### config.mk
export PLATFORM = sky130hd
export DESIGN_NAME = cmd_frame_parser
export DESIGN_NICKNAME = d
export VERILOG_FILES = /design/src/rtl/cmd_frame_parser_pkg.sv /design/src/rtl/cmd_payload_buf.sv /design/src/rtl/cmd_frame_parser.sv
export SDC_FILE = /design/constraint.sdc
export NUM_CORES = 1
export LEC_CHECK = 0
export CORE_MARGIN = 2
export CORE_UTILIZATION = 38
export CTS_CLUSTER_SIZE = 12
export DETAILED_ROUTE_END_ITERATION = 8
export PLACE_DENSITY = 0.61
export RECOVER_POWER = 25
export SYNTH_ARGS = -nofsm -noshare
export SYNTH_HDL_FRONTEND = slang
export SYNTH_SLANG_ARGS = --single-unit
### constraint.sdc
create_clock -name i_clk -period 3.55 [get_ports i_clk]
set_clock_uncertainty 0.15 [all_clocks]
set_input_delay 0.71 -clock i_clk [delete_from_list [all_inputs] [get_ports i_clk]]
set_output_delay 0.71 -clock i_clk [all_outputs]
set_load 0.05 [all_outputs]
### src/rtl/cmd_frame_parser_pkg.sv
// Shared types and constants for the UART command frame parser.
package cmd_frame_parser_pkg;

    localparam logic [7:0] HEADER_DEFAULT = 8'h55;

    localparam logic [1:0] ERR_NONE = 2'd0;
    localparam logic [1:0] ERR_CHK  = 2'd1;
    localparam logic [1:0] ERR_LEN  = 2'd2;
    localparam logic [1:0] ERR_TMO  = 2'd3;

    typedef enum logic [2:0] {
        IDLE    = 3'd0,
        TYPE    = 3'd1,
        LEN     = 3'd2,
        PAYLOAD = 3'd3,
        CHK     = 3'd4,
        SEND    = 3'd5
    } state_t;

    // One beat of the cmd bus towards the router.
    typedef struct packed {
        logic [7:0] data;
        logic [7:0] len;
        logic       last;
        logic       valid;
    } cmd_beat_t;

endpackage

### src/rtl/cmd_payload_buf.sv
// Payload register file: synchronous write, combinational read.
module cmd_payload_buf #(
    parameter int unsigned DEPTH = 16,
    parameter int unsigned AW    = 4
) (
    input  logic          i_clk,
    input  logic          we,
    input  logic [AW-1:0] waddr,
    input  logic [7:0]    wdata,
    input  logic [AW-1:0] raddr,
    output logic [7:0]    rdata
);

    logic [7:0] mem [DEPTH];

    // Storage write; contents need no reset since they are only read after being written.
    always_ff @(posedge i_clk) begin
        if (we) begin
            mem[waddr] <= wdata;
        end
    end

    assign rdata = mem[raddr];

endmodule

### src/rtl/cmd_frame_parser.sv
// Frames the UART byte stream into checked command bursts for the router.
module cmd_frame_parser
    import cmd_frame_parser_pkg::*;
#(
    parameter logic [7:0]  HEADER      = HEADER_DEFAULT,
    parameter int unsigned MAX_PAYLOAD = 16,
    parameter int unsigned TIMEOUT_CYC = 50000
) (
    input  logic       i_clk,
    input  logic       i_rst,
    input  logic [7:0] i_uart_data,
    input  logic       i_uart_valid,
    output logic [7:0] o_cmd_data,
    output logic [7:0] o_cmd_len,
    output logic       o_cmd_last,
    output logic       o_cmd_valid,
    output logic       o_frame_err,
    output logic [1:0] o_err_code,
    output logic       o_busy
);

    localparam int unsigned AW = (MAX_PAYLOAD > 1) ? $clog2(MAX_PAYLOAD) : 1;
    localparam int unsigned TW = $clog2(TIMEOUT_CYC + 1);
    localparam logic [TW-1:0] TMO_LAST = TW'(TIMEOUT_CYC - 1);

    state_t        state_q, state_d;
    logic [7:0]    type_q, type_d;
    logic [7:0]    len_q, len_d;
    logic [7:0]    chk_q, chk_d;
    logic [7:0]    idx_q, idx_d;
    logic [8:0]    beat_q, beat_d;
    logic [TW-1:0] tmo_q, tmo_d;
    cmd_beat_t     cmd_q, cmd_d;
    logic          err_q, err_d;
    logic [1:0]    err_code_q, err_code_d;
    logic          busy_q, busy_d;

    logic          in_frame;
    logic          timeout;
    logic          pbuf_we;
    logic [AW-1:0] pbuf_waddr;
    logic [AW-1:0] pbuf_raddr;
    logic [7:0]    pbuf_rdata;

    cmd_payload_buf #(
        .DEPTH (MAX_PAYLOAD),
        .AW    (AW)
    ) u_pbuf (
        .i_clk (i_clk),
        .we    (pbuf_we),
        .waddr (pbuf_waddr),
        .wdata (i_uart_data),
        .raddr (pbuf_raddr),
        .rdata (pbuf_rdata)
    );

    // State, datapath and registered output stage.
    always_ff @(posedge i_clk or posedge i_rst) begin
        if (i_rst) begin
            state_q    <= IDLE;
            type_q     <= '0;
            len_q      <= '0;
            chk_q      <= '0;
            idx_q      <= '0;
            beat_q     <= '0;
            tmo_q      <= '0;
            cmd_q      <= '0;
            err_q      <= 1'b0;
            err_code_q <= ERR_NONE;
            busy_q     <= 1'b0;
        end else begin
            state_q    <= state_d;
            type_q     <= type_d;
            len_q      <= len_d;
            chk_q      <= chk_d;
            idx_q      <= idx_d;
            beat_q     <= beat_d;
            tmo_q      <= tmo_d;
            cmd_q      <= cmd_d;
            err_q      <= err_d;
            err_code_q <= err_code_d;
            busy_q     <= busy_d;
        end
    end

    // Next-state, checksum, timeout and burst generation.
    always_comb begin
        state_d    = state_q;
        type_d     = type_q;
        len_d      = len_q;
        chk_d      = chk_q;
        idx_d      = idx_q;
        beat_d     = beat_q;
        tmo_d      = '0;
        cmd_d      = '0;
        err_d      = 1'b0;
        err_code_d = err_code_q;
        pbuf_we    = 1'b0;
        pbuf_waddr = AW'(idx_q);
        // Next beat n >= 2 carries buf[n-2], i.e. buf[beat_q-1].
        pbuf_raddr = AW'(beat_q - 9'd1);

        // Counter holds cycles since the last byte; the cycle after a strobe reads 1.
        in_frame = (state_q == TYPE) || (state_q == LEN) ||
                   (state_q == PAYLOAD) || (state_q == CHK);
        if (in_frame) begin
            tmo_d = i_uart_valid ? TW'(1) : tmo_q + TW'(1);
        end
        timeout = in_frame && !i_uart_valid && (tmo_q == TMO_LAST);

        if (timeout) begin
            err_d      = 1'b1;
            err_code_d = ERR_TMO;
            state_d    = IDLE;
        end else begin
            case (state_q)
                IDLE: begin
                    if (i_uart_valid && (i_uart_data == HEADER)) begin
                        state_d = TYPE;
                        chk_d   = '0;
                        idx_d   = '0;
                        tmo_d   = TW'(1);
                    end
                end
                TYPE: begin
                    if (i_uart_valid) begin
                        type_d  = i_uart_data;
                        chk_d   = i_uart_data;
                        state_d = LEN;
                    end
                end
                LEN: begin
                    if (i_uart_valid) begin
                        len_d = i_uart_data;
                        chk_d = chk_q + i_uart_data;
                        idx_d = '0;
                        if (32'(i_uart_data) > MAX_PAYLOAD) begin
                            err_d      = 1'b1;
                            err_code_d = ERR_LEN;
                            state_d    = IDLE;
                        end else if (i_uart_data == 8'd0) begin
                            state_d = CHK;
                        end else begin
                            state_d = PAYLOAD;
                        end
                    end
                end
                PAYLOAD: begin
                    if (i_uart_valid) begin
                        pbuf_we = 1'b1;
                        chk_d   = chk_q + i_uart_data;
                        idx_d   = idx_q + 8'd1;
                        if (idx_q == len_q - 8'd1) begin
                            state_d = CHK;
                        end
                    end
                end
                CHK: begin
                    if (i_uart_valid) begin
                        if (i_uart_data == chk_q) begin
                            state_d     = SEND;
                            beat_d      = '0;
                            cmd_d.valid = 1'b1;
                            cmd_d.data  = HEADER;
                            cmd_d.len   = len_q;
                        end else begin
                            err_d      = 1'b1;
                            err_code_d = ERR_CHK;
                            state_d    = IDLE;
                        end
                    end
                end
                SEND: begin
                    // Input bytes are dropped here; beat_q is the beat currently on the bus.
                    if (beat_q == 9'(len_q) + 9'd1) begin
                        state_d = IDLE;
                    end else begin
                        beat_d      = beat_q + 9'd1;
                        cmd_d.valid = 1'b1;
                        cmd_d.len   = len_q;
                        cmd_d.data  = (beat_q == 9'd0) ? type_q : pbuf_rdata;
                        cmd_d.last  = (beat_d == 9'(len_q) + 9'd1);
                    end
                end
                default: begin
                    state_d = IDLE;
                end
            endcase
        end

        busy_d = (state_d != IDLE);
    end

    assign o_cmd_data  = cmd_q.data;
    assign o_cmd_len   = cmd_q.len;
    assign o_cmd_last  = cmd_q.last;
    assign o_cmd_valid = cmd_q.valid;
    assign o_frame_err = err_q;
    assign o_err_code  = err_code_q;
    assign o_busy      = busy_q;

endmodule
-- Word level (Yosys, flattened, before mapping)
Memory sizes are Yosys's and may differ from the RTL's.
Cells that the tools add are included.
- logic and storage cells: 124
- input bits: 11
- ROM bits: 0
- latch bits: 0
- output and inout bits: 22
- bits in writable memories: 128
- memories: 1
- register bits: 82
- memories (memory ; words ; width ; read ports ; clocked after memory_dff ; write ports ; line ; text):
    u_pbuf.mem ; 16 ; 8 ; 1 ; 0 ; 1 ; cmd_payload_buf.sv:14 ; logic [7:0] mem [DEPTH];
- div/mod/pow operators: 0
- $add $sub $neg: 7
- shift-type cells: 0
- reduce and logical (&&, ||, !) cells: 22
- magnitude comparators: 1
- bitwise logic cells: 1
- muxes and demuxes: 55
- $mul: 0
- eq/ne operators: 23
- operators with widths (operator ; number):
    $mux W16 ; 5
    $mux W8 ; 6
    $pmux W8 S3 ; 2
    $mux W18 ; 2
    $mux W3 ; 11
    $pmux W16 S2 ; 1
    $mux W15 ; 2
    $mux W9 ; 3
    $reduce_and A5 Y1 ; 4
    $eq A9 B9 Y1 ; 2
    $pmux W3 S6 ; 1
    $pmux W9 S2 ; 1
    $add A16 B1 Y16 const B ; 1
    $eq A16 B16 Y1 const B ; 1
    $eq A8 B8 Y1 ; 2
    $mux W1 ; 13
    $ne A2 B2 Y1 const B ; 6
    $reduce_bool A3 Y1 ; 4
    $mux W2 ; 5
    $add A8 B1 Y9 const B ; 1
    $add A9 B1 Y9 const B ; 1
    $logic_not A9 Y1 ; 1
    $ne A3 B3 Y1 const B ; 3
    $add A8 B1 Y8 const B ; 1
    other kinds (21) ; 30

-- Logic depth before layout (Yosys ltp)
- depth after elaboration: 9
- mapped depth: 10
- gate-level depth less buffers: 8

-- By module
Synthesis repeated with hierarchy kept, for this count alone.
- cell total of the unflattened synthesis: 732
- area, all modules: 9816.9 um2
- modules (own cells, without submodules) (module ; area each (um2) ; cells an instance ; seq. area each (um2) ; times used):
    cmd_payload_buf ; 4987.3 ; 221 ; 3843.7 ; 1
    cmd_frame_parser ; 4829.6 ; 511 ; 2052.0 ; 1

-- Worst setup path before layout
No wires, ideal clock.
- kind: register to register
- start: register beat_q[0]
- end: register cmd_q, in the netlist o_cmd_data[0]
- slack: 661 ps
- setup time: 137 ps
- path buffers: 4
- period minus slack after synthesis: 2889 ps
- stages on the path, launching flop included: 11
- data arrival time: 2602 ps
- required time: 3263 ps
- cell sequence: dfrtp_1 -> buf_4 -> buf_6 -> inv_1 -> ha_1 -> clkbuf_1 -> clkbuf_1 -> mux4_2 -> mux4_2 -> mux2i_1 -> o21ai_1
- RTL lines (element ; line ; text):
    start: declaration ; cmd_frame_parser.sv:31 ; logic [8:0] beat_q, beat_d;
    start signal: assignment ; cmd_frame_parser.sv:77 ; beat_q <= beat_d;
    end signal: assignment ; cmd_frame_parser.sv:79 ; cmd_q <= cmd_d;
    end: declaration ; cmd_frame_parser.sv:33 ; cmd_beat_t cmd_q, cmd_d;

==> Flow_metrics.wiki <==
{| class="wikitable"
! Metric !! Value
|-
| Mean cell area of the mapped netlist || 13.3 sq um
|-
| Deepest clock path buffer count || 3
|-
| Asr flop ratio synth || 0.390
|-
| Syn Nets || ~790
|-
| Top cell type by total area after synthesis || sky130_fd_sc_hd__edfxtp_1
|-
| Max rail drop VDD || around 0.37 mV
|-
| Antenna Nets Post-Route || 0
|-
| Inserted Diodes || 0
|-
| Sink Count || 210
|-
| Most numerous cell types in the synthesized netlist || sky130_fd_sc_hd__edfxtp_1 (128), sky130_fd_sc_hd__dfrtp_1 (82), sky130_fd_sc_hd__nor2_1 (69)
|-
| Post-detailed-route DRC marker count || 0
|-
| CTS tree || yes
|-
| Worst setup path startpoint || len_q[1]$_DFFE_PP0P_
|-
| Final Instance Count excl. Fillers || between 1,000 and 1,500
|-
| Number of cells produced by synthesis || 756
|-
| Worst r2r dst || o_cmd_data[0]$_DFF_PP0_
|-
| Weighted congestion at the end of routability-driven global placement || 0.854
|-
| Global-route wire length before repair || between 30 and 40 mm
|-
| Number of buffers inserted by post-CTS setup repair || 0
|-
| Final worst path period share || 0.897
|-
| Worst min-delay path category || register to register
|-
| Register area share after synthesis || 0.587
|-
| Top-Level Pins || 33
|-
| Total global routing overflow || 0
|-
| Width of the die || 167 microns
|-
| Critical Path End Type || register
|-
| Critical path arrival || around 3400 ps
|-
| Num CTS Buffers || 23
|-
| Beginning of the worst register-to-register path || len_q[1]$_DFFE_PP0P_
|-
| Ys Warns || 0
|-
| Clock-pin slew reported for the worst setup and hold paths after clock tree synthesis || approximately 60 ps
|-
| Area growth, synth to finish || 15.7%
|-
| Sum Neg Setup Slack || 0 ps
|-
| Critical path type || register to register
|-
| Number of max-slew violations in the final report || 0
|-
| Top_reg_cell synth || sky130_fd_sc_hd__edfxtp_1
|-
| Final critical-path required period || ~3200 ps
|-
| Leak || 0.00431 uW
|-
| Number of failing hold endpoints at the final stage || 0
|-
| Number of flops mapped to enable cells by yosys || about 130
|-
| CTS resizes || 0
|-
| WP data required || approximately 3800 ps
|-
| Worst-case headroom to the max-slew limit || 0.147
|-
| Total power density per cell area || 509 mW/mm^2
|-
| Fraction of final layout cells sized beyond drive strength 1 || 0.174
|-
| Capture point of the critical path || o_cmd_data[0]$_DFF_PP0_
|-
| Clk Latency, worst-skew pair || roughly 520 ps
|-
| Total via count after detailed routing || 6,381
|-
| Worst Tran Pin Value || between 1000 and 1500 ps
|-
| Fin util || 0.447
|-
| Outcome || completed
|-
| Unrepaired setup endpoints after global routing || no
|-
| H-Tree Level Count || 1
|-
| Cell area after placement || ~0.011 sq mm
|-
| Area of the mapped netlist || roughly 0.01 sq mm
|-
| Flop2flop setup slack || about 370 ps
|-
| Via count of the first global-routing pass || ~6,500
|-
| # setup viols final || 0
|-
| Total Nets Final || 847
|-
| First-pass iteration count of the detailed router || 5
|-
| Post-synthesis register bit count || 210
|-
| Reported max-cap violation count || 0
|-
| Total of hold buffers inserted after clock tree synthesis || 0
|-
| Core box area || about 0.026 sq mm
|-
| Share of the synthesized area in the top cell type || 0.383
|-
| Port buffer count || 32
|-
| Placement Rows || 59
|-
| Vias/cell || around 5.5
|-
| Maximum fanout encountered on the critical timing path || 13
|-
| Launching element type of the critical path || register
|-
| Initial cell density of the core || 0.386
|-
| Root buf cell || sky130_fd_sc_hd__clkbuf_16
|-
| Library cell with the highest instance count after synthesis || sky130_fd_sc_hd__edfxtp_1
|-
| Initial DRC count || 466
|-
| Die Outline Area || approximately 0.028 sq mm
|-
| Total half-perimeter wirelength after legalization and detailed placement || ~16 mm
|-
| GRT Util Overall || 0.172
|-
| Largest net degree at the start of global routing || 39
|-
| Finished Cell Area || ~0.012 sq mm
|-
| Die H || about 170 microns
|-
| Worst Hold Launch || o_err_code[0]$_DFFE_PP0P_
|-
| Most area-consuming cells after synthesis || sky130_fd_sc_hd__edfxtp_1 (38%), sky130_fd_sc_hd__dfrtp_1 (20%), sky130_fd_sc_hd__mux4_2 (9.0%)
|-
| Register-to-Register Path Depth || 7
|-
| Initial antenna violation count || 0
|-
| Detail-routed net length per standard cell || 20.0 microns
|-
| Total wirelength of the detailed-routed design || 23.4 mm
|-
| Placed Cells || around 1,100
|-
| Maximum clock frequency || roughly 310 MHz
|-
| Hold Slack || 346 ps
|-
| Cell variety after synth || slightly below 80
|}
==> registers in the layout, summed over array words and instances (netlist names), 2 cells and up <==
register and cells:
o_cmd_data 8, o_err_code 2, beat_q 9, state_q 3
len_q 8, o_cmd_len 8, u_pbuf.mem 128, chk_q 8
tmo_q 16, idx_q 8, type_q 8
==> power breakdown <==
| group | internal, uW | switching [uW] | leakage (uW) | total [uW] |
|---|---|---|---|---|
| clock | 1280 | 941 | 0.000339 | 2230 |
| combinational | 374 | 483 | 0.00174 | 857 |
| sequential | 2690 | 141 | 0.00223 | 2830 |
| total | 4340 | 1560 | 0.00431 | 5910 |
==> metrics by stage <==
stage	total power [uW]	worst slack, ps
after floorplan	3500	582
after global placement	3710	138
after detailed placement	3720	90.8
after CTS	5970	417
after global routing	6170	217
final	5910	365
==> area by class of cell <==
cell class,instances,area (sq um)
Tap cell,335,419
Multi-Input combinational cell,489,3860
Inverter,19,72.6
Clock inverter,8,77.6
Clock buffer,34,617
Timing Repair Buffer,75,666
Fill cell,2359,14400
Sequential cell,210,5900
==> critical path, cell delays in order, from the launching register on <==
cell	delay, ps
sky130_fd_sc_hd__dfrtp_1	490
sky130_fd_sc_hd__ha_1	310
sky130_fd_sc_hd__nand3_1	200
sky130_fd_sc_hd__nor3_1	380
sky130_fd_sc_hd__and4_1	250
sky130_fd_sc_hd__nor3_1	100
sky130_fd_sc_hd__nor3_2	930
sky130_fd_sc_hd__o21ai_1	200
==> worst min-delay path by stage <==
stage	end	cells after the start	slack (ps)
3_3_place_gp	o_err_code[0]$_DFFE_PP0P_	2	330
6_report	o_err_code[0]$_DFFE_PP0P_	2	350
5_1_grt	type_q[6]$_DFFE_PP0P_	1	370
3_5_place_dp	o_err_code[0]$_DFFE_PP0P_	2	340
2_1_floorplan	chk_q[0]$_DFFE_PP0P_	2	300
4_1_cts	o_err_code[0]$_DFFE_PP0P_	2	360
==> layout by cell type, fill, tap and decap left out, types with 4 or more instances in the layout <==
master / synthesis / layout
sky130_fd_sc_hd__mux4_2: 40 / 40
sky130_fd_sc_hd__xor2_1: 19 / 19
sky130_fd_sc_hd__dfrtp_1: 82 / 81
sky130_fd_sc_hd__a221oi_1: 5 / 5
sky130_fd_sc_hd__and3_1: 5 / 5
sky130_fd_sc_hd__dlygate4sd3_1: 0 / 5
sky130_fd_sc_hd__nor3_1: 18 / 18
sky130_fd_sc_hd__clkinv_2: 0 / 4
sky130_fd_sc_hd__nand4_1: 9 / 9
sky130_fd_sc_hd__mux2_2: 12 / 12
sky130_fd_sc_hd__a21oi_1: 16 / 16
sky130_fd_sc_hd__clkbuf_1: 17 / 11
sky130_fd_sc_hd__nand3_1: 26 / 26
sky130_fd_sc_hd__a31oi_1: 12 / 12
sky130_fd_sc_hd__nor2_1: 69 / 69
sky130_fd_sc_hd__xnor2_1: 28 / 28
sky130_fd_sc_hd__o21ai_1: 4 / 4
sky130_fd_sc_hd__nand2_1: 54 / 54
sky130_fd_sc_hd__edfxtp_1: 128 / 128
sky130_fd_sc_hd__clkbuf_16: 0 / 23
sky130_fd_sc_hd__mux2i_1: 14 / 14
sky130_fd_sc_hd__nand2b_1: 11 / 11
sky130_fd_sc_hd__o21ai_0: 29 / 29
sky130_fd_sc_hd__clkdlybuf4s50_1: 0 / 27
sky130_fd_sc_hd__ha_1: 17 / 17
sky130_fd_sc_hd__and2_1: 10 / 10
sky130_fd_sc_hd__buf_4: 6 / 40
sky130_fd_sc_hd__inv_1: 16 / 15
sky130_fd_sc_hd__nor4_1: 5 / 5
sky130_fd_sc_hd__o21bai_1: 4 / 4
sky130_fd_sc_hd__o31ai_1: 5 / 5
sky130_fd_sc_hd__or3_1: 12 / 12
sky130_fd_sc_hd__o211ai_1: 4 / 4
==> cells by family (layout without fill, tap and decap cells) <==
logic type	after synthesis	in the layout	share of synthesized area
AO/OA/AOI/OAI	108	108	0.0729
flip-flops	210	210	0.587
multiplexers	66	66	0.117
XOR/XNOR	50	50	0.0465
adder cells (fa/ha/maj)	18	18	0.0232
AND/OR/NAND/NOR	247	247	0.125
buffers and inverters	57	136	0.0280
==> routing by layer <==
metal  wire length (microns)  vias to the layer above  GRT usage
li1                        -                     2969          -
met1                   10200                     3196      0.233
met2                   11500                      183      0.290
met3                    1200                       33     0.0254
met4                     465                        0     0.0465
met5                       0                        -          0
(Power assumes the default switching activity.)
